**config.mk**
```make
export PLATFORM = sky130hd
export DESIGN_NAME = xmem_bus_ctrl
export DESIGN_NICKNAME = d
export VERILOG_FILES = /design/src/rtl/xmem_bus_ctrl.sv
export SDC_FILE = /design/constraint.sdc
export NUM_CORES = 1
export LEC_CHECK = 0
export CAP_MARGIN = 20
export CORE_ASPECT_RATIO = 0.8
export CORE_MARGIN = 8
export CORE_UTILIZATION = 50
export CTS_BUF_LIST = sky130_fd_sc_hd__clkbuf_4 sky130_fd_sc_hd__clkbuf_8 sky130_fd_sc_hd__clkbuf_16
export DETAILED_ROUTE_END_ITERATION = 10
export HOLD_SLACK_MARGIN = 0.06
export PLACE_DENSITY = 0.85
export RECOVER_POWER = 50
export SLEW_MARGIN = 20
export SYNTH_ARGS = -nofsm -noshare
export SYNTH_HDL_FRONTEND = slang
export SYNTH_SLANG_ARGS = --single-unit
```
**constraint.sdc**
```tcl
create_clock -name clk -period 3.4 [get_ports clk]
set_clock_uncertainty 0.05 [all_clocks]
set_input_delay 0.68 -clock clk [delete_from_list [all_inputs] [get_ports clk]]
set_output_delay 0.68 -clock clk [all_outputs]
set_load 0.005 [all_outputs]
```
**src/rtl/xmem_bus_ctrl.sv**
```systemverilog
// xmem_bus_ctrl: turns the asynchronous AVR XMEM nRD/nWR strobes into
// single-cycle register-file read/write strobes inside the clk domain,
// drives read data back onto the AD bus, and keeps 16-bit register pairs
// atomic through a read shadow (encoders) and a write shadow (servos).
module xmem_bus_ctrl #(
   parameter logic [7:0]  PAGE        = 8'h11,
   parameter int unsigned SYNC_STAGES = 2,
   parameter logic [7:0]  RDPAIR_LO   = 8'h0C,
   parameter logic [7:0]  RDPAIR_HI   = 8'h13,
   parameter logic [7:0]  WRPAIR_LO   = 8'h20,
   parameter logic [7:0]  WRPAIR_HI   = 8'h2B
) (
   input  logic        clk,
   input  logic        rst,
   input  logic [15:0] addr,
   input  logic        nRD,
   input  logic        nWR,
   input  logic [7:0]  ad_in,
   output logic [7:0]  ad_out,
   output logic        ad_oe,
   output logic [7:0]  reg_addr,
   output logic        reg_re,
   input  logic [15:0] reg_rdata,
   output logic        reg_we,
   output logic [15:0] reg_wdata,
   output logic        bus_err
);

   typedef enum logic [2:0] {
      IDLE,
      RD_ISSUE,
      RD_DATA,
      RD_DRIVE,
      WR_CAP,
      RECOVER
   } state_t;

   state_t                 state;
   logic [SYNC_STAGES-1:0] rd_sync;
   logic [SYNC_STAGES-1:0] wr_sync;
   logic                   rd_s;
   logic                   wr_s;
   logic                   rd_s_q;
   logic                   wr_s_q;
   logic                   rd_fall;
   logic                   wr_fall;
   logic                   hit;
   logic                   drive_q;
   logic                   rd_vld;
   logic [7:0]             rd_shadow;
   logic [7:0]             wr_shadow;
   logic [7:0]             off;
   logic                   off_rd_win;
   logic                   off_wr_win;
   logic                   q_rd_win;

   function automatic logic in_win(input logic [7:0] o, input logic [7:0] lo,
                                   input logic [7:0] hi);
      return (o >= lo) && (o <= hi);
   endfunction

   assign rd_s       = rd_sync[SYNC_STAGES-1];
   assign wr_s       = wr_sync[SYNC_STAGES-1];
   assign rd_fall    = rd_s_q & ~rd_s;
   assign wr_fall    = wr_s_q & ~wr_s;
   assign hit        = (addr[15:8] == PAGE) & ~addr[15];
   assign off        = addr[7:0];
   assign off_rd_win = in_win(off, RDPAIR_LO, RDPAIR_HI);
   assign off_wr_win = in_win(off, WRPAIR_LO, WRPAIR_HI);
   assign q_rd_win   = in_win(reg_addr, RDPAIR_LO, RDPAIR_HI);

   // Raw nRD gates the enable so the bus is released as soon as the AVR lets go.
   assign ad_oe = drive_q & ~nRD;

   // Strobe synchronisers plus one delay flop each for fall-edge detection.
   always_ff @(posedge clk) begin
      if (rst) begin
         rd_sync <= '1;
         wr_sync <= '1;
         rd_s_q  <= 1'b1;
         wr_s_q  <= 1'b1;
      end else begin
         rd_sync <= {rd_sync[SYNC_STAGES-2:0], nRD};
         wr_sync <= {wr_sync[SYNC_STAGES-2:0], nWR};
         rd_s_q  <= rd_s;
         wr_s_q  <= wr_s;
      end
   end

   // Access sequencer: issues strobes, manages shadows and the bus drive.
   always_ff @(posedge clk) begin
      if (rst) begin
         state     <= IDLE;
         ad_out    <= '0;
         drive_q   <= 1'b0;
         reg_addr  <= '0;
         reg_re    <= 1'b0;
         reg_we    <= 1'b0;
         reg_wdata <= '0;
         bus_err   <= 1'b0;
         rd_vld    <= 1'b0;
         rd_shadow <= '0;
         wr_shadow <= '0;
      end else begin
         reg_re <= 1'b0;
         reg_we <= 1'b0;
         case (state)
            IDLE: begin
               if (hit && !rd_s && !wr_s) begin
                  bus_err <= 1'b1;
                  state   <= RECOVER;
               end else if (hit && rd_fall) begin
                  state <= RD_ISSUE;
               end else if (hit && wr_fall) begin
                  state <= WR_CAP;
               end
            end
            RD_ISSUE: begin
               reg_addr <= off;
               if (off[0] && off_rd_win && rd_vld) begin
                  ad_out  <= rd_shadow;
                  rd_vld  <= 1'b0;
                  drive_q <= 1'b1;
                  state   <= RD_DRIVE;
               end else begin
                  reg_re <= 1'b1;
                  state  <= RD_DATA;
               end
            end
            RD_DATA: begin
               ad_out  <= reg_rdata[7:0];
               drive_q <= 1'b1;
               if (!reg_addr[0] && q_rd_win) begin
                  rd_shadow <= reg_rdata[15:8];
                  rd_vld    <= 1'b1;
               end
               state <= RD_DRIVE;
            end
            RD_DRIVE: begin
               if (rd_s) begin
                  drive_q <= 1'b0;
                  state   <= RECOVER;
               end
            end
            WR_CAP: begin
               reg_addr <= off;
               if (off_wr_win && !off[0]) begin
                  wr_shadow <= ad_in;
               end else if (off_wr_win) begin
                  reg_wdata <= {ad_in, wr_shadow};
                  reg_we    <= 1'b1;
               end else begin
                  reg_wdata <= {8'h00, ad_in};
                  reg_we    <= 1'b1;
               end
               state <= RECOVER;
            end
            RECOVER: begin
               drive_q <= 1'b0;
               if (rd_s && wr_s) state <= IDLE;
            end
            default: state <= IDLE;
         endcase
      end
   end

endmodule

```
# Word-level counts from Yosys, hierarchy flattened
# Cells that the tools add are included.
classes:
  n_eq_ne: 11
  reduce_logical: 30
  addsub: 0
  mux: 18
  shift: 0
  bitwise_logic: 11
  magnitude_cmp: 6
  n_mul: 0
  div_mod_pow: 0
op_table:
  columns: ["op", "n"]
  rows:
  - ["$pmux 3 s6", 1]
  - ["$ge 8x4->1 const B", 2]
  - ["$le 8x5->1 const B", 2]
  - ["$mux 16", 1]
  - ["$pmux 8 s2", 1]
  - ["$mux 3", 5]
  - ["$logic_and 1x1->1", 12]
  - ["$reduce_and 2->1", 5]
  - ["$reduce_and 3->1", 3]
  - ["$eq 8x5->1 const B", 1]
  - ["$ge 8x6->1 const B", 1]
  - ["$le 8x6->1 const B", 1]
  - ["$mux 8", 1]
  - ["$ne 2x2->1 const B", 4]
  - ["$mux 1", 7]
  - ["$not 1->1", 7]
  - ["$eq 3x2->1 const B", 2]
  - ["$eq 3x3->1 const B", 2]
  - ["$reduce_or 2->1", 3]
  - ["$and 1x1->1", 4]
  - ["$logic_not 1->1", 4]
  - ["$ne 4x4->1 const B", 1]
  - ["$pmux 1 s4", 1]
  - ["$reduce_bool 4->1", 1]
  - ["4 further kinds", 4]
word_totals:
  rom_bits: 0
  register_bits: 62
  ram_bits: 0
  elab_cells: 91
  output_inout_bits: 36
  mem_count: 0
  latch_bits: 0

# Longest topological paths before layout
# Gate-level depths: netlist (run 1).
depth:
  word_depth: 7
  mapped_depth: 7
  depth_no_buf: 4

# Least setup slack after synthesis (run 1)
# Ideal clock, no wire load.
synth_timing:
  path_kind: "input -> register"
  startpoint: "in addr[3]"
  endpoint: "reg ad_out[0]"
  path_stages: 5
  n_path_buf: 1
  required_time_ns: 3.212
  arrival_time_ns: 1.902
  setup_slack_ns: 1.311
  setup_ns: 0.138
  path_cell_list: "or3b_1 a2111oi_4 buf_6 mux2i_1 a211oi_1"
synth_between:
  elab_chain_cells: 6
  elab_cells_between_ends: 7
synth_rtl:
  columns: ["element", "line_no", "rtl"]
  rows:
  - ["start: declaration", "15", "input logic [15:0] addr,"]
  - ["$ge 8x4->1 / $le 8x5->1 (equally long branches)", "59", "return (o >= lo) && (o <= hi);"]
  - ["$logic_and 1x1->1 (*)", "59", null]
  - ["$logic_and 1x1->1 (*) (2 in a row)", "120", "if (off[0] && off_rd_win && rd_vld) begin"]
  - ["$ne 2x2->1 (no source line) (*)", null, null]
  - ["$reduce_and 2->1 (no source line) (*)", null, null]
  - ["end signal: assignment", "121", "ad_out <= rd_shadow;"]
  - ["end signal: assignment", "131", "ad_out <= reg_rdata[7:0];"]
  - ["end: declaration", "19", "output logic [7:0] ad_out,"]
# Mark *: on every way between the ends. The rest lies on a longest branch, timed or not.
# A chain may end at the register's enable or synchronous reset.

==> results.txt, run 1 <==
Status = finished, final reports clean
Share of cells above drive strength 1 = 10.5%
RSZ-0062 raised after global routing = no
Leading area contributor after synthesis = dfxtp_1
Number of diodes = 0
WP data required = 3.56 ns
CP Class = input port to flop
Core Rows = 23
Number of gates resized after CTS = 0
Total I/O pin count = 80
Yosys reg bits = 62
RePlAce Congestion = 0.848
Commonest register cell after synthesis = dfxtp_1
Max-Cap Viols = 0
Starting Density = 51.6%
Seq/Total Area, Yosys = 48.0%
Detailed placement HPWL = 4990 microns
Post-Syn Area per Cell = 9.58 sq um
CP endpoint = state[2]
Number of enable flip-flop cells after synthesis = 0
Fmax achieved = 365 MHz
Slew Limit Fails = 0
FF-to-FF path depth = 4
Pre-CTS setup slack = 0.517 ns
Horiz. Die Dim = 96.4 microns
Dpl cells = 398
# setup viols final = 0
Routed vias/inst = 5.55
Area growth from synthesis to final layout = 40.2%
TritonCTS Buffers = 9
Total wire length = 6870 microns
Max rail drop VDD = 0.422 mV
Fin crit share = 80.5%
WHS = 0.361 ns
Critical path capture point type = flop
Final global-route overflow total = 0
Clock Sinks = 62
Clk_lat worst skew = 0.34 ns
Switching fraction of total power = 30.9%
P_leak = 0.00149 uW
Slew margin rel. = 1.38%
Top cells by count, synth = dfxtp_1, nor2_1, mux2i_1
Switching Power = 748 uW
CTS tree = done
Fillers = 397
Vias in the first global route = 2230
Type of the worst min-delay path = flop to flop
Largest net degree at the start of global routing = 35
Crit path from = rst
Async SR Flop Fraction = 0%
Post-route ant nets = 0
Clock Tree Buf Depth = 2
Setup ws final = 0.661 ns
DR vias = 2297
Worst endpoint data arrival time = 2.90 ns
Crit Path Max Fanout = 34
Clk slew on worst S/H paths = 0.07 ns
Total die area = 7740 sq um
Power share of the combinational group = 29.2%
Reg2Reg Setup Slack = 1.02 ns
Pre-antenna DRT Iters = 4
Total track usage = 18.0%
Total negative slack = 0 ns
Reg2Reg Capture Point = rd_shadow[2]
PD cells = 669 nW/um^2
Setup bufs post-CTS = 0
Distinct cell type count of the synthesized netlist = 44
Worst Setup Start Kind = input port
Initial antenna violation count = 0
1st-iter DRT viols = 101
Mapped Cells = 270
Min Clock Period, post-route = 2.74 ns
Final #Nets = 391
Cts hold-fix bufs = 0
Synth top area cells = dfxtp_1, mux2i_1, nor2_1
Die Y = 80.3 microns
Cell with the most instances after synthesis = dfxtp_1
Residual DRC = 0
Netlist Area Pre-Place = 2590 sq um
Reg2reg start = state[1]
Fin cells = 414
First-pass GRT wire length = 10800 microns
Port buffer count = 79
Endpoints failing hold = 0
Routed WL per cell = 16.6 microns
Root Buffer = clkbuf_8
Synth top area share = 48.0%
Slew of the pin with the lowest slew margin = 1.48 ns
Mapped Nets = 314
Synth warn = 0
Clock power frac = 30.6%
Clock H-tree levels = 3
Internal power = 1680 uW
Part of the power in registers = 40.1%
Area of the core = 5010 sq um
-- cells by family after synthesis --
| kind of cell | synth area share [%] |
|---|---|
| mux | 9.68 |
| compound gates | 17.5 |
| buf+inv | 4.31 |
| flops | 48.0 |
| xor+xnor | 0.339 |
| simple gates | 20.2 |
-- metal layers --
layer	GRT usage, %	part of all wire (%)
met1	21.9	44
met2	28.7	48
met3	6.80	6.9
met4	5.73	1.2
met5	0	0
-- power groups by stage --
stage	Clock, uW	Combinational (uW)	Sequential (uW)
2_1_floorplan	0	449	945
3_3_place_gp	0	720	986
3_5_place_dp	0	747	989
4_1_cts	751	753	974
5_1_grt	781	777	996
6_report	743	708	973
-- worst min-delay path by stage --
stage	from	endpoint	slack [ns]	depth (start not counted)
finish	rd_sync[0]	rd_sync[1]	0.36	1
global route	wr_sync[0]	wr_sync[1]	0.37	1
CTS	wr_sync[0]	wr_sync[1]	0.36	1
detailed placement	wr_sync[0]	wr_sync[1]	0.35	1
global placement	wr_sync[0]	wr_sync[1]	0.34	1
floorplan	rd_sync[0]	rd_sync[1]	0.34	1
-- layout by cell type, fill, tap and decap left out, types with 9 or more instances in the layout --
| cell type | n |
|---|---|
| mux2i_1 | 25 |
| clkdlybuf4s50_1 | 43 |
| nand3_1 | 10 |
| a211oi_1 | 10 |
| dlygate4sd3_1 | 35 |
| a22o_1 | 9 |
| dfxtp_1 | 62 |
| clkbuf_8 | 11 |
| o21ai_0 | 9 |
| nor2_1 | 38 |
| a21oi_1 | 10 |
| nand2_1 | 20 |
-- sequential cells by signal, indices dropped and copies added (netlist names) --
name and flops:
reg_wdata 16, ad_out 8, rd_shadow 8, reg_addr 8, wr_shadow 8, state 3
rd_sync 2, wr_sync 2, bus_err 1, drive_q 1, rd_s_q 1, rd_vld 1
reg_re 1, reg_we 1, wr_s_q 1
-- critical path: stages --
cell and delay, ns:
clkbuf_1 1.05, clkbuf_1 0.80, a21oi_1 0.10, o41ai_1 0.11, o21ai_0 0.15
-- cell type report --
| class | count | area, sq um | area share [%] |
|---|---|---|---|
| flip-flops and latches | 62 | 1240 | 34.2 |
| well taps | 62 | 77.6 | 2.14 |
| inverters | 6 | 22.5 | 0.621 |
| clock inverters | 5 | 81.3 | 2.24 |
| clock buffers | 11 | 151 | 4.18 |
| multi-input cells | 185 | 1240 | 34.2 |
| repair buffers | 83 | 811 | 22.4 |
-- stage by stage --
step / instance area (sq um) / total power (uW) / util (%)
final: 3620 / 2420 / 72.4
after global routing: 3620 / 2550 / 72.4
after CTS: 3630 / 2480 / 72.5
after detailed placement: 3400 / 1740 / 67.8
after global placement: 3400 / 1710 / 67.8
after floorplan: 2590 / 1390 / -
No activity file was read; power rests on OpenSTA's default activity.
==> inputs of run 2 (changes only) <==
--- a/config.mk
+++ b/config.mk
@@ -8,11 +8,11 @@
 export CAP_MARGIN = 20
 export CORE_ASPECT_RATIO = 0.8
 export CORE_MARGIN = 8
-export CORE_UTILIZATION = 50
+export CORE_UTILIZATION = 46
 export CTS_BUF_LIST = sky130_fd_sc_hd__clkbuf_4 sky130_fd_sc_hd__clkbuf_8 sky130_fd_sc_hd__clkbuf_16
 export DETAILED_ROUTE_END_ITERATION = 10
 export HOLD_SLACK_MARGIN = 0.06
-export PLACE_DENSITY = 0.85
+export PLACE_DENSITY = 0.79
 export RECOVER_POWER = 50
 export SLEW_MARGIN = 20
 export SYNTH_ARGS = -nofsm -noshare
==> constraint.sdc (replaced) <==
create_clock -name clk -period 2.84 [get_ports clk]
set_clock_uncertainty 0.05 [all_clocks]
set_input_delay 0.568 -clock clk [delete_from_list [all_inputs] [get_ports clk]]
set_output_delay 0.568 -clock clk [all_outputs]
set_load 0.005 [all_outputs]
==> run 2 against run 1 <==
Net effect:
- count of clock-buffer cells in the layout shrank 1
- via count shrank 1.0%
- non-clock buffer count grew 4
- sequential share of layout area shrank 0.082 points
- core utilization shrank 5.5 points
- cell count grew 4.6%
- worst hold slack lost 0.0023 ns
- critical path type unchanged
- highest routed layer unchanged
==> results.txt, run 2 (synthesized netlist as in run 1, its figures left out) <==
Initial antenna violation count = 0
Slew of the pin with the lowest slew margin = 1.05 ns
Total track usage = 16.2%
Total negative slack = 0 ns
Clock Sinks = 62
Routed vias/inst = 5.25
Max rail drop VDD = 0.351 mV
# setup viols final = 0
RePlAce Congestion = 0.783
Setup bufs post-CTS = 0
Crit Path Max Fanout = 9
Slew Limit Fails = 0
Final #Nets = 395
Fmax achieved = 424 MHz
DR vias = 2274
PD cells = 761 nW/um^2
CTS tree = done
Max-Cap Viols = 0
Detailed placement HPWL = 4820 microns
Starting Density = 47.6%
Clock Tree Buf Depth = 2
Total die area = 8290 sq um
Max reg flops = 16
Most frequent cells in the layout = dfxtp_1, clkdlybuf4s50_1, nor2_1
Core Rows = 24
Slew margin rel. = 29.7%
Number of gates resized after CTS = 0
Area of the core = 5440 sq um
Total chip power = 2770 uW
Status = finished, final reports clean
Min Clock Period, post-route = 2.36 ns
Worst endpoint data arrival time = 2.48 ns
Clk_lat worst skew = 0.34 ns
Critical path capture point type = flop
Horiz. Die Dim = 99.8 microns
Largest net degree at the start of global routing = 32
Final global-route overflow total = 0
Routed WL per cell = 15.2 microns
Fillers = 450
TritonCTS Buffers = 9
Total I/O pin count = 80
Residual DRC = 0
Post-route ant nets = 0
Die Y = 83.1 microns
First-pass GRT wire length = 10800 microns
Cts hold-fix bufs = 0
CP Class = input port to flop
P_leak = 0.00150 uW
Vias in the first global route = 2197
Root Buffer = clkbuf_8
Worst Setup Start Kind = input port
Storage cell area = 1240 sq um
Type of the worst min-delay path = flop to flop
Fin cells = 433
Number of diodes = 0
Most common cell after layout, fill and taps aside = dfxtp_1
Share of cells above drive strength 1 = 11.5%
Clock H-tree levels = 3
Fin crit share = 83.0%
Dpl cells = 418
Clk slew on worst S/H paths = 0.06 ns
WP data required = 2.96 ns
Multi-input logic area = 1240 sq um
Area growth from synthesis to final layout = 40.5%
Port buffer count = 79
RSZ-0062 raised after global routing = no
Pre-antenna DRT Iters = 4
1st-iter DRT viols = 81
Top reg by flops = reg_wdata
Endpoints failing hold = 0
Total wire length = 6560 microns
## run 2: changes by cell type in the layout (fill, tap and decap cells not counted), sizes merged
cell,change
clkbuf,-2
bufinv,-1
clkinv,+2
buf,+5
clkinvlp,-1
## run 2: final cells by class
cell class                      count  share of cell area (%)
Tap cell                           78                    2.69
Clock inverter                      5                    1.38
Multi-Input combinational cell    185                    34.1
Sequential cell                    62                    34.2
Clock buffer                       10                    3.79
Timing Repair Buffer               87                    23.2
Inverter                            6                   0.620
## run 2: worst max-delay path, stage by stage
cell and delay (ns):
clkdlybuf4s50_1 0.52, or3b_1 0.42, a2111oi_4 0.35, buf_4 0.26, mux2i_1 0.25, a211oi_1 0.10
## run 2: per-layer routing
metal	up-vias	track usage (%)	part of all wire [%]
li1	1134	-	-
met1	1063	19.3	45
met2	69	24.7	46
met3	8	8.67	8.7
met4	0	4.12	0.78
met5	-	0	0
## run 2: report_power, final
group	total [uW]	switching, uW	leakage, uW	internal (uW)
Clock	742	325	0.000102	417
Combinational	878	422	0.000895	456
Sequential	1150	123	0.000504	1020
## run 2: worst paths after layout
path | start | end | slack, ns | depth (start not counted)
setup / recovery | addr[4] | ad_out[5] | 0.48 | 6
hold / removal | rd_sync[0] | rd_sync[1] | 0.36 | 1
setup reg to reg | state[0] | ad_out[5] | 0.64 | 5
hold reg to reg | rd_sync[0] | rd_sync[1] | 0.36 | 1
## run 2: through the flow
step	setup WS, ns	instance area [sq um]	util [%]	hold WS (ns)
final	0.482	3630	66.9	0.359
after global routing	0.462	3630	66.9	0.371
after CTS	0.533	3630	66.9	0.359
after detailed placement	0.151	3450	63.4	0.344
after global placement	0.268	3450	63.4	0.345
after floorplan	0.863	2590	-	0.339
